**src/rtl/lock_key_loader_if.sv**
```systemverilog
`default_nettype none
// ============================================================================
//  Module      : lock_key_loader_if
//  Description : Serial key stream handshake between a key source (secure
//                key store / scan port) and the key loader.
//                  key_sdi        serial key bit, LSB first
//                  key_sdi_valid  key_sdi carries a bit this cycle
//                  key_sdi_ready  loader accepts a bit this cycle
//                Modports: master = key source, slave = loader.
//  Revision    : 1.0 - initial release
// ============================================================================
interface lock_key_loader_if;
  logic key_sdi;
  logic key_sdi_valid;
  logic key_sdi_ready;

  modport master (
    output key_sdi,
    output key_sdi_valid,
    input  key_sdi_ready
  );

  modport slave (
    input  key_sdi,
    input  key_sdi_valid,
    output key_sdi_ready
  );
endinterface
`default_nettype wire

```
**src/rtl/lock_key_loader.sv**
```systemverilog
`default_nettype none
// ============================================================================
//  Module      : lock_key_loader
//  Description : Loads the unlock key of a logic-locked datapath from a
//                serial source. Bits are collected in a shadow register and
//                only committed to key_out once the whole key (and, when
//                LOCK_KEY_PARITY_EN is defined, a trailing even-parity bit)
//                has been received, so the datapath never sees a partial key.
//  Parameters  : KEY_W   - number of key bits (>=1)
//                TIMEOUT - idle cycles allowed between bits before abort (>=1)
//  Macro       : LOCK_KEY_PARITY_EN - adds the CHECK state and parity bit
//  Ports       : clk, rst_n      clock / async active-low reset
//                start           begin a load (honoured in IDLE or ARMED)
//                zeroize         clear committed key, back to IDLE
//                sdi             serial key handshake (slave modport)
//                key_out         committed key to the locked datapath
//                key_loaded      key_out holds a committed key
//                busy            load in progress
//                err             sticky: last load aborted
//  Revision    : 1.0 - initial release
// ============================================================================
module lock_key_loader #(
  parameter int KEY_W   = 2,
  parameter int TIMEOUT = 16
) (
  input  logic                clk,
  input  logic                rst_n,
  input  logic                start,
  input  logic                zeroize,
  lock_key_loader_if.slave    sdi,
  output logic [KEY_W-1:0]    key_out,
  output logic                key_loaded,
  output logic                busy,
  output logic                err
);

  localparam int BIT_W = $clog2(KEY_W + 1);
  localparam int TMO_W = $clog2(TIMEOUT + 1);
  localparam logic [BIT_W-1:0] LAST_BIT = BIT_W'(KEY_W - 1);
  // The idle edge that would bring the counter to TIMEOUT aborts the load.
  localparam logic [TMO_W-1:0] TMO_LAST = TMO_W'(TIMEOUT - 1);

  typedef enum logic [2:0] {
    S_IDLE  = 3'd0,
    S_LOAD  = 3'd1,
    S_CHECK = 3'd2,
    S_ARMED = 3'd3,
    S_ERR   = 3'd4
  } state_t;

  state_t             r_state;
  state_t             w_next;
  logic [KEY_W-1:0]   r_shadow;
  logic [KEY_W-1:0]   w_shadow_next;
  logic [BIT_W-1:0]   r_bit_cnt;
  logic [TMO_W-1:0]   r_tmo;

  logic w_ready;
  logic w_start_load;
  logic w_accept_key;
  logic w_commit;
  logic w_abort;
  logic w_idle_tick;
  logic w_zero;

`ifdef LOCK_KEY_PARITY_EN
  logic w_parity_ok;
  assign w_parity_ok = ~(^r_shadow ^ sdi.key_sdi);
`endif

  assign sdi.key_sdi_ready = w_ready;

  // Shadow with the incoming key bit merged at its position; also used as the
  // commit value so the last bit lands in key_out on its own accept edge.
  always_comb begin
    w_shadow_next = r_shadow;
    for (int i = 0; i < KEY_W; i++) begin
      if (w_accept_key && (r_bit_cnt == BIT_W'(i))) begin
        w_shadow_next[i] = sdi.key_sdi;
      end
    end
  end

  // --------------------------------------------------------------------------
  // FSM: state register
  // --------------------------------------------------------------------------
  always_ff @(posedge clk or negedge rst_n) begin
    if (!rst_n) begin
      r_state <= S_IDLE;
    end else begin
      r_state <= w_next;
    end
  end

  // --------------------------------------------------------------------------
  // FSM: next state and control strobes
  // --------------------------------------------------------------------------
  always_comb begin
    w_next       = r_state;
    w_ready      = 1'b0;
    busy         = 1'b0;
    w_start_load = 1'b0;
    w_accept_key = 1'b0;
    w_commit     = 1'b0;
    w_abort      = 1'b0;
    w_idle_tick  = 1'b0;
    w_zero       = 1'b0;

    case (r_state)
      S_IDLE, S_ARMED: begin
        if (start) begin
          w_next       = S_LOAD;
          w_start_load = 1'b1;
        end
      end

      S_LOAD: begin
        w_ready = 1'b1;
        busy    = 1'b1;
        if (sdi.key_sdi_valid) begin
          w_accept_key = 1'b1;
          if (r_bit_cnt == LAST_BIT) begin
`ifdef LOCK_KEY_PARITY_EN
            w_next   = S_CHECK;
`else
            w_commit = 1'b1;
            w_next   = S_ARMED;
`endif
          end
        end else if (r_tmo == TMO_LAST) begin
          w_abort = 1'b1;
          w_next  = S_ERR;
        end else begin
          w_idle_tick = 1'b1;
        end
      end

`ifdef LOCK_KEY_PARITY_EN
      S_CHECK: begin
        w_ready = 1'b1;
        busy    = 1'b1;
        if (sdi.key_sdi_valid) begin
          if (w_parity_ok) begin
            w_commit = 1'b1;
            w_next   = S_ARMED;
          end else begin
            w_abort = 1'b1;
            w_next  = S_ERR;
          end
        end else if (r_tmo == TMO_LAST) begin
          w_abort = 1'b1;
          w_next  = S_ERR;
        end else begin
          w_idle_tick = 1'b1;
        end
      end
`endif

      S_ERR: begin
        w_next = S_IDLE;
      end

      default: begin
        w_next = S_IDLE;
      end
    endcase

    // zeroize overrides everything, including a coincident final accept.
    if (zeroize) begin
      w_next       = S_IDLE;
      w_zero       = 1'b1;
      w_start_load = 1'b0;
      w_accept_key = 1'b0;
      w_commit     = 1'b0;
      w_abort      = 1'b0;
      w_idle_tick  = 1'b0;
    end
  end

  // --------------------------------------------------------------------------
  // Datapath: shadow, counters and committed key
  // --------------------------------------------------------------------------
  always_ff @(posedge clk or negedge rst_n) begin
    if (!rst_n) begin
      r_shadow   <= '0;
      r_bit_cnt  <= '0;
      r_tmo      <= '0;
      key_out    <= '0;
      key_loaded <= 1'b0;
      err        <= 1'b0;
    end else if (w_zero) begin
      r_shadow   <= '0;
      r_bit_cnt  <= '0;
      r_tmo      <= '0;
      key_out    <= '0;
      key_loaded <= 1'b0;
      err        <= 1'b0;
    end else begin
      if (w_start_load) begin
        r_shadow <= '0;
        err      <= 1'b0;
      end else if (w_abort) begin
        r_shadow <= '0;
      end else if (w_accept_key) begin
        r_shadow <= w_shadow_next;
      end

      // Counters restart on every state entry so they never wrap.
      if (w_next != r_state) begin
        r_bit_cnt <= '0;
        r_tmo     <= '0;
      end else if (w_accept_key) begin
        r_bit_cnt <= r_bit_cnt + BIT_W'(1);
        r_tmo     <= '0;
      end else if (w_idle_tick) begin
        r_tmo <= r_tmo + TMO_W'(1);
      end

      // Old key stays driven until the new one is complete; an abort revokes it.
      if (w_commit) begin
        key_out    <= w_shadow_next;
        key_loaded <= 1'b1;
      end else if (w_abort) begin
        key_out    <= '0;
        key_loaded <= 1'b0;
        err        <= 1'b1;
      end
    end
  end

endmodule
`default_nettype wire

```
**src/flat_wrapper.sv**
```systemverilog
// flat-port wrapper written by rule: the top's interface ports become plain ports
module lock_key_loader_flat 
#(
  parameter int KEY_W   = 2,
  parameter int TIMEOUT = 16
)
  (clk, rst_n, start, zeroize, key_out, key_loaded, busy, err, sdi_key_sdi, sdi_key_sdi_valid, sdi_key_sdi_ready);
  lock_key_loader_if sdi_i ();
  input  logic clk;
  input  logic rst_n;
  input  logic start;
  input  logic zeroize;
  output logic [KEY_W-1:0] key_out;
  output logic key_loaded;
  output logic busy;
  output logic err;
  input wire logic [$bits(sdi_i.key_sdi)-1:0] sdi_key_sdi;
  input wire logic [$bits(sdi_i.key_sdi_valid)-1:0] sdi_key_sdi_valid;
  output wire logic [$bits(sdi_i.key_sdi_ready)-1:0] sdi_key_sdi_ready;
  assign sdi_i.key_sdi = sdi_key_sdi;
  assign sdi_i.key_sdi_valid = sdi_key_sdi_valid;
  assign sdi_key_sdi_ready = sdi_i.key_sdi_ready;
  lock_key_loader #(.KEY_W(KEY_W), .TIMEOUT(TIMEOUT)) u_core (.clk(clk), .rst_n(rst_n), .start(start), .zeroize(zeroize), .sdi(sdi_i), .key_out(key_out), .key_loaded(key_loaded), .busy(busy), .err(err));
endmodule
```
**config.mk**
```make
export PLATFORM = sky130hd
export DESIGN_NAME = lock_key_loader_flat
export DESIGN_NICKNAME = d
export VERILOG_FILES = /design/src/rtl/lock_key_loader_if.sv /design/src/rtl/lock_key_loader.sv /design/src/flat_wrapper.sv
export SDC_FILE = /design/constraint.sdc
export NUM_CORES = 1
export LEC_CHECK = 0
export ABC_CLOCK_PERIOD_IN_PS = 3900
export BUFFER_PORTS_ARGS = -buffer_cell sky130_fd_sc_hd__buf_2
export CORE_ASPECT_RATIO = 1.1
export CORE_MARGIN = 10
export CORE_UTILIZATION = 58
export CTS_CLUSTER_SIZE = 40
export DETAILED_ROUTE_END_ITERATION = 10
export GPL_TIMING_DRIVEN = 0
export PLACE_DENSITY_LB_ADDON = 0.05
export SYNTH_ARGS = -nofsm -noshare
export SYNTH_HDL_FRONTEND = slang
export SYNTH_SLANG_ARGS = --single-unit
export TNS_END_PERCENT = 100
```
**constraint.sdc**
```tcl
create_clock -name clk -period 3.9 [get_ports clk]
set_clock_uncertainty 0.15 [all_clocks]
set_input_delay 0.78 -clock clk [delete_from_list [all_inputs] [get_ports clk]]
set_output_delay 0.78 -clock clk [all_outputs]
set_load 0.01 [all_outputs]
```
=== Word level (Yosys, flattened, before mapping) ===
Cells that the tools add are included.

* Flip-flop bits (word level): 16
* Bits of input ports: 6
* Output and inout port bits: 6
* Word-level logic and storage cells: 72

* $add $sub $neg: 2
* Equality and inequality tests: 5
* Muxes and demuxes: 49
* Reduce and logical (&&, ||, !) cells: 9

{| class="wikitable"
|+ Operators by type and width
! kind !! number
|-
| 1-bit two-way mux || 29
|-
| 2-bit two-way mux || 10
|-
| 5-bit two-way mux || 4
|-
| 3-bit two-way mux || 5
|-
| 4-bit nonzero test || 2
|-
| 3-bit case mux with 2 select lines || 1
|-
| 3-bit nonzero test || 2
|-
| 5-bit by 1-bit adder with 5-bit output (second input constant) || 1
|-
| 5-bit by 4-bit equality test with 1-bit output (second input constant) || 1
|-
| 3-bit by 1-bit equality test with 1-bit output (second input constant) || 1
|-
| 3-bit by 2-bit equality test with 1-bit output (second input constant) || 1
|-
| 3-bit zero test || 1
|-
| 3-bit inequality test || 1
|-
| 2-bit by 1-bit adder with 2-bit output (second input constant) || 1
|-
| 2-bit by 1-bit equality test with 1-bit output (second input constant) || 1
|-
| 1-bit logical AND || 2
|-
| 2-bit zero test || 1
|-
| 2-bit OR reduction || 1
|}

=== Longest topological paths before layout ===
* Word-level depth: 9
* Mapped depth: 7
* Mapped depth without buffers: 7

=== Least setup slack after synthesis ===
No wires, ideal clock.

* Kind: register to register
* From: register u_core.r_tmo[0]
* To: register u_core.r_tmo[3]
* Setup time: 0.082 ns
* Arrival: 1.884 ns
* Data required time: 3.668 ns
* Slack: 1.784 ns
* Stages on the path, launching flop included: 8
* Buffers on the path: 0
* Clock period less this slack: 2.116 ns
* Path through: dfrtp_1 ha_1 and3_1 ha_1 nand2b_1 nand2_4 or4_1 a21oi_1

* Longest elaborated chain between the ends: 8
* Elaborated cells on any way between the ends: 16
* Classes of those cells: 1 x add/sub; 2 x eq/ne; 12 x mux; 1 x reduce/logical

{| class="wikitable"
|+ Ends and longest elaborated chain
! what !! line !! text
|-
| start: declaration || lock_key_loader.sv:56 || <nowiki>logic [TMO_W-1:0] r_tmo;</nowiki>
|-
| start signal: assignment || lock_key_loader.sv:216 || <nowiki>r_tmo <= r_tmo + TMO_W'(1);</nowiki>
|-
| 5-bit by 4-bit equality test with 1-bit output || lock_key_loader.sv:130 || <nowiki>end else if (r_tmo == TMO_LAST) begin</nowiki>
|-
| 3-bit two-way mux || lock_key_loader.sv:130 ||
|-
| 3-bit two-way mux || lock_key_loader.sv:120 || <nowiki>if (sdi.key_sdi_valid) begin</nowiki>
|-
| 3-bit case mux with 2 select lines || lock_key_loader.sv:109 || <nowiki>case (r_state)</nowiki>
|-
| 3-bit two-way mux || lock_key_loader.sv:169 || <nowiki>if (zeroize) begin</nowiki>
|-
| 3-bit inequality test || lock_key_loader.sv:209 || <nowiki>if (w_next != r_state) begin</nowiki>
|-
| 5-bit two-way mux || lock_key_loader.sv:209 ||
|-
| 5-bit two-way mux || lock_key_loader.sv:191 || <nowiki>end else if (w_zero) begin</nowiki>
|}

Parallel ways exist; a longest one is shown, timed or not. The select of a mux whose other input is x is not followed.
A chain may end at the register's enable or synchronous reset.

=== Worst setup path in the final report ===
* From: register u_core.r_state[1]
* To: output port sdi_key_sdi_ready

* Longest elaborated chain between the ends: 2

{| class="wikitable"
|+ Ends and longest elaborated chain
! what !! line !! text
|-
| start: declaration || lock_key_loader.sv:51 || <nowiki>state_t r_state;</nowiki>
|-
| start signal: assignment || lock_key_loader.sv:91 || <nowiki>r_state <= w_next;</nowiki>
|-
| 3-bit by 1-bit equality test with 1-bit output || lock_key_loader.sv:109 ||
|-
| 1-bit two-way mux || lock_key_loader.sv:109 ||
|-
| end: declaration || flat_wrapper.sv:19 || <nowiki>output wire logic [$bits(sdi_i.key_sdi_ready)-1:0] sdi_key_sdi_ready;</nowiki>
|}

No other way between the ends.

==> out/qor.csv <==
stage,metric,value,unit
route,finalWirelength,1814,um
power,power_density,299.7,nW/um2
final_layout,final_common_cell,dfrtp_1,
die,std_cell_rows,14,
route,ant_nets,0,
timing,hold_ws,0.2185,ns
worst_setup_path,r2r_setup_slack,1.57,ns
synth,yosysUniqueCellTypes,34,
clock_network,cts.clk_slew.worst_paths,0.10,ns
global_route,grt_pass1_vias,719,
timing,max_freq,395.9,MHz
clock_network,htreeDepth,1,
final_layout,final_util,69.73,%
clock_network,cts.path.max_buffers,2,
run,drv_cap,0,
power,p_leak,0.4552,nW
route,viasPerCell,6.033,
worst_setup_path,end_kind,primary output,
timing,tightestPinTransition,0.6174,ns
clock_network,cts_buffers,3,
synth,synth_nets,102,
synth,yosys_warnings,0,
synth,syn_area_per_cell,9.574,um2
worst_setup_path,crit_required,2.97,ns
placed_design,place_congestion,0.7680,
final_layout,area_growth,10.94,%
worst_setup_path,path_max_fanout,10,
final_layout,final_cells,122,
placed_design,dp_cells,118,
timing,report.final.slew_viol_count,0,
die,core_area,1401,um2
route,avgRoutedWirePerCell,14.87,um
die,ios,12,
worst_setup_path,reg2reg_to,u_core.r_tmo[3],
timing,fin_crit_sh,64.76,%
die,die_area,3479,um2
clock_network,post_cts_resized,0,
power,vdd_drop_max,0.2289,mV
placed_design,postPlaceCellArea,950.9,um2
placed_design,numPortBuffers,10,
global_route,grtUsageTotal,10.80,%
final_layout,mostFrequentLayoutCells,"dfrtp_1 (15), buf_2 (10), nand2_1 (9)",
die,die_width,57.16,um
worst_setup_path,rr_worst_depth,7,
global_route,grt_max_degree,16,
timing,finalSetupTns,0,ns
die,start_util,62.86,%
final_layout,nNetsFinal,117,
final_layout,final_layout_size_suffix_gt1_share,18.87,%
clock_network,cts_setup_buffers,0,
clock_network,clockRootBuffer,clkbuf_4,
synth,yosysSeqAreaShare,42.61,%
worst_setup_path,cp-start-kind,register,
clock_network,ctsHoldBuffers,0,
run_status,outcome,finished clean,
synth,netlist_area,880.8,um2
timing,period_minus_slack,2.526,ns
timing,slew_headroom,58.84,%
global_route,grt_pass1_wl,3070,um
clock_network,clock-sinks,15,
timing,setup-violations-final,0,
route,first_pass_iters,4,
timing,grt_setup_unrepaired,false,
synth,synth_seq_cells,15,
global_route,grt_remaining_overflow,0,
route,vias,736,
worst_setup_path,r2r_start,u_core.r_tmo[0],
worst_hold_path,hold_class,in -> async,
synth,synth_cells,92,
final_layout,num_antenna_cells,0,
clock_network,cts_tree,built,
placed_design,dpl.hpwl,1352,um
worst_setup_path,path_class,reg -> out,
die,die_y,60.87,um
route,drt-initial-drc-count,12,
timing,hold_viol_final,0,
global_route,antenna_found_initial,0,
final_layout,design_area,977.2,um2
route,drc,0,
worst_setup_path,cp_data_arrival_time,1.60,ns
clock_network,clk_latency,0.29,ns
-- flip-flops by register name (all words and copies together) (netlist names) --
register,flops
u_core.r_bit_cnt,2
u_core.err,1
u_core.r_state,3
u_core.r_tmo,5
u_core.key_out,2
u_core.r_shadow,1
u_core.key_loaded,1
-- report_power, final --
group          internal, mW  leakage (nW)  switching, mW  total (mW)
Combinational        0.0162         0.232         0.0246      0.0408
Sequential            0.157         0.208        0.00129       0.159
Clock                0.0398        0.0150         0.0535      0.0933
Total                 0.214         0.455         0.0794       0.293
-- worst max-delay path by stage --
| stage | end | startpoint | cells after the start |
|---|---|---|---|
| floorplan | u_core.r_tmo[3] | u_core.r_tmo[0] | 7 |
| global placement | u_core.r_tmo[3] | u_core.r_tmo[0] | 7 |
| detailed placement | u_core.r_tmo[3] | u_core.r_tmo[0] | 7 |
| CTS | sdi_key_sdi_ready | u_core.r_state[1] | 4 |
| global route | sdi_key_sdi_ready | u_core.r_state[1] | 4 |
| finish | sdi_key_sdi_ready | u_core.r_state[1] | 4 |
-- logic make-up (layout without fill, tap and decap cells) --
logic type / after synthesis / after routing / share of synthesized area (%)
muxes: 3 / 3 / 3.551
and+or+nand+nor: 38 / 38 / 25.43
xor gates and xnor gates: 1 / 1 / 0.9945
DFF: 15 / 15 / 42.61
adders and majority gates: 4 / 4 / 5.682
buffers and inverters: 10 / 24 / 6.393
AOI/OAI and AO/OA: 21 / 21 / 15.34
-- critical path, stage by stage, from the launching register on --
cell	delay, ns
dfrtp_1	0.39
buf_6	0.14
nor3b_4	0.46
buf_4	0.19
buf_2	0.12
-- metrics by stage --
step,setup slack (ns),power [mW]
2_1_floorplan,1.784,0.1892
3_3_place_gp,1.615,0.2018
3_5_place_dp,1.602,0.2028
4_1_cts,1.378,0.2934
5_1_grt,1.296,0.3024
6_report,1.374,0.2929
-- synthesized netlist by cell type, drive strengths merged --
cell type | n | area (um2)
nand3 | 4 | 20.02
nand4b | 1 | 8.760
xnor2 | 1 | 8.760
nand2 | 10 | 45.04
a21oi | 8 | 40.04
buf | 3 | 30.03
mux2 | 1 | 11.26
mux2i | 2 | 20.02
dfrtp | 15 | 375.4
and2b | 1 | 7.510
ha | 4 | 50.05
or3 | 2 | 12.51
a31o | 1 | 8.760
and3 | 2 | 12.51
or2b | 2 | 15.01
a2bb2oi | 1 | 8.760
nand2b | 2 | 12.51
inv | 5 | 18.77
a22o | 2 | 17.52
a31oi | 2 | 12.51
a311oi | 1 | 8.760
nor4 | 2 | 12.51
nor2 | 6 | 22.52
or4b | 1 | 10.01
or4 | 1 | 7.510
o31ai | 1 | 7.510
o221ai | 1 | 8.760
o21ai | 3 | 15.01
nor2b | 3 | 18.77
a21boi | 1 | 7.510
clkbuf | 2 | 7.510
nor3b | 1 | 18.77
-- layer usage --
layer | vias to the layer above | wire length (um) | GRT usage [%]
met5 | - | 0 | 0
met4 | 0 | 59 | 7.383
met2 | 18 | 890 | 18.60
li1 | 359 | - | -
met3 | 7 | 85 | 2.714
met1 | 352 | 778 | 11.53
-- final cells by class --
type,instances,area [um2]
Multi-Input combinational cell,67,449.2
Fill cell,109,424.2
Sequential cell,15,375.4
Timing Repair Buffer,10,50.05
Buffer,5,37.54
Clock buffer,4,26.28
Tap cell,16,20.02
Inverter,5,18.77
Power figures use the tool's default switching activity.
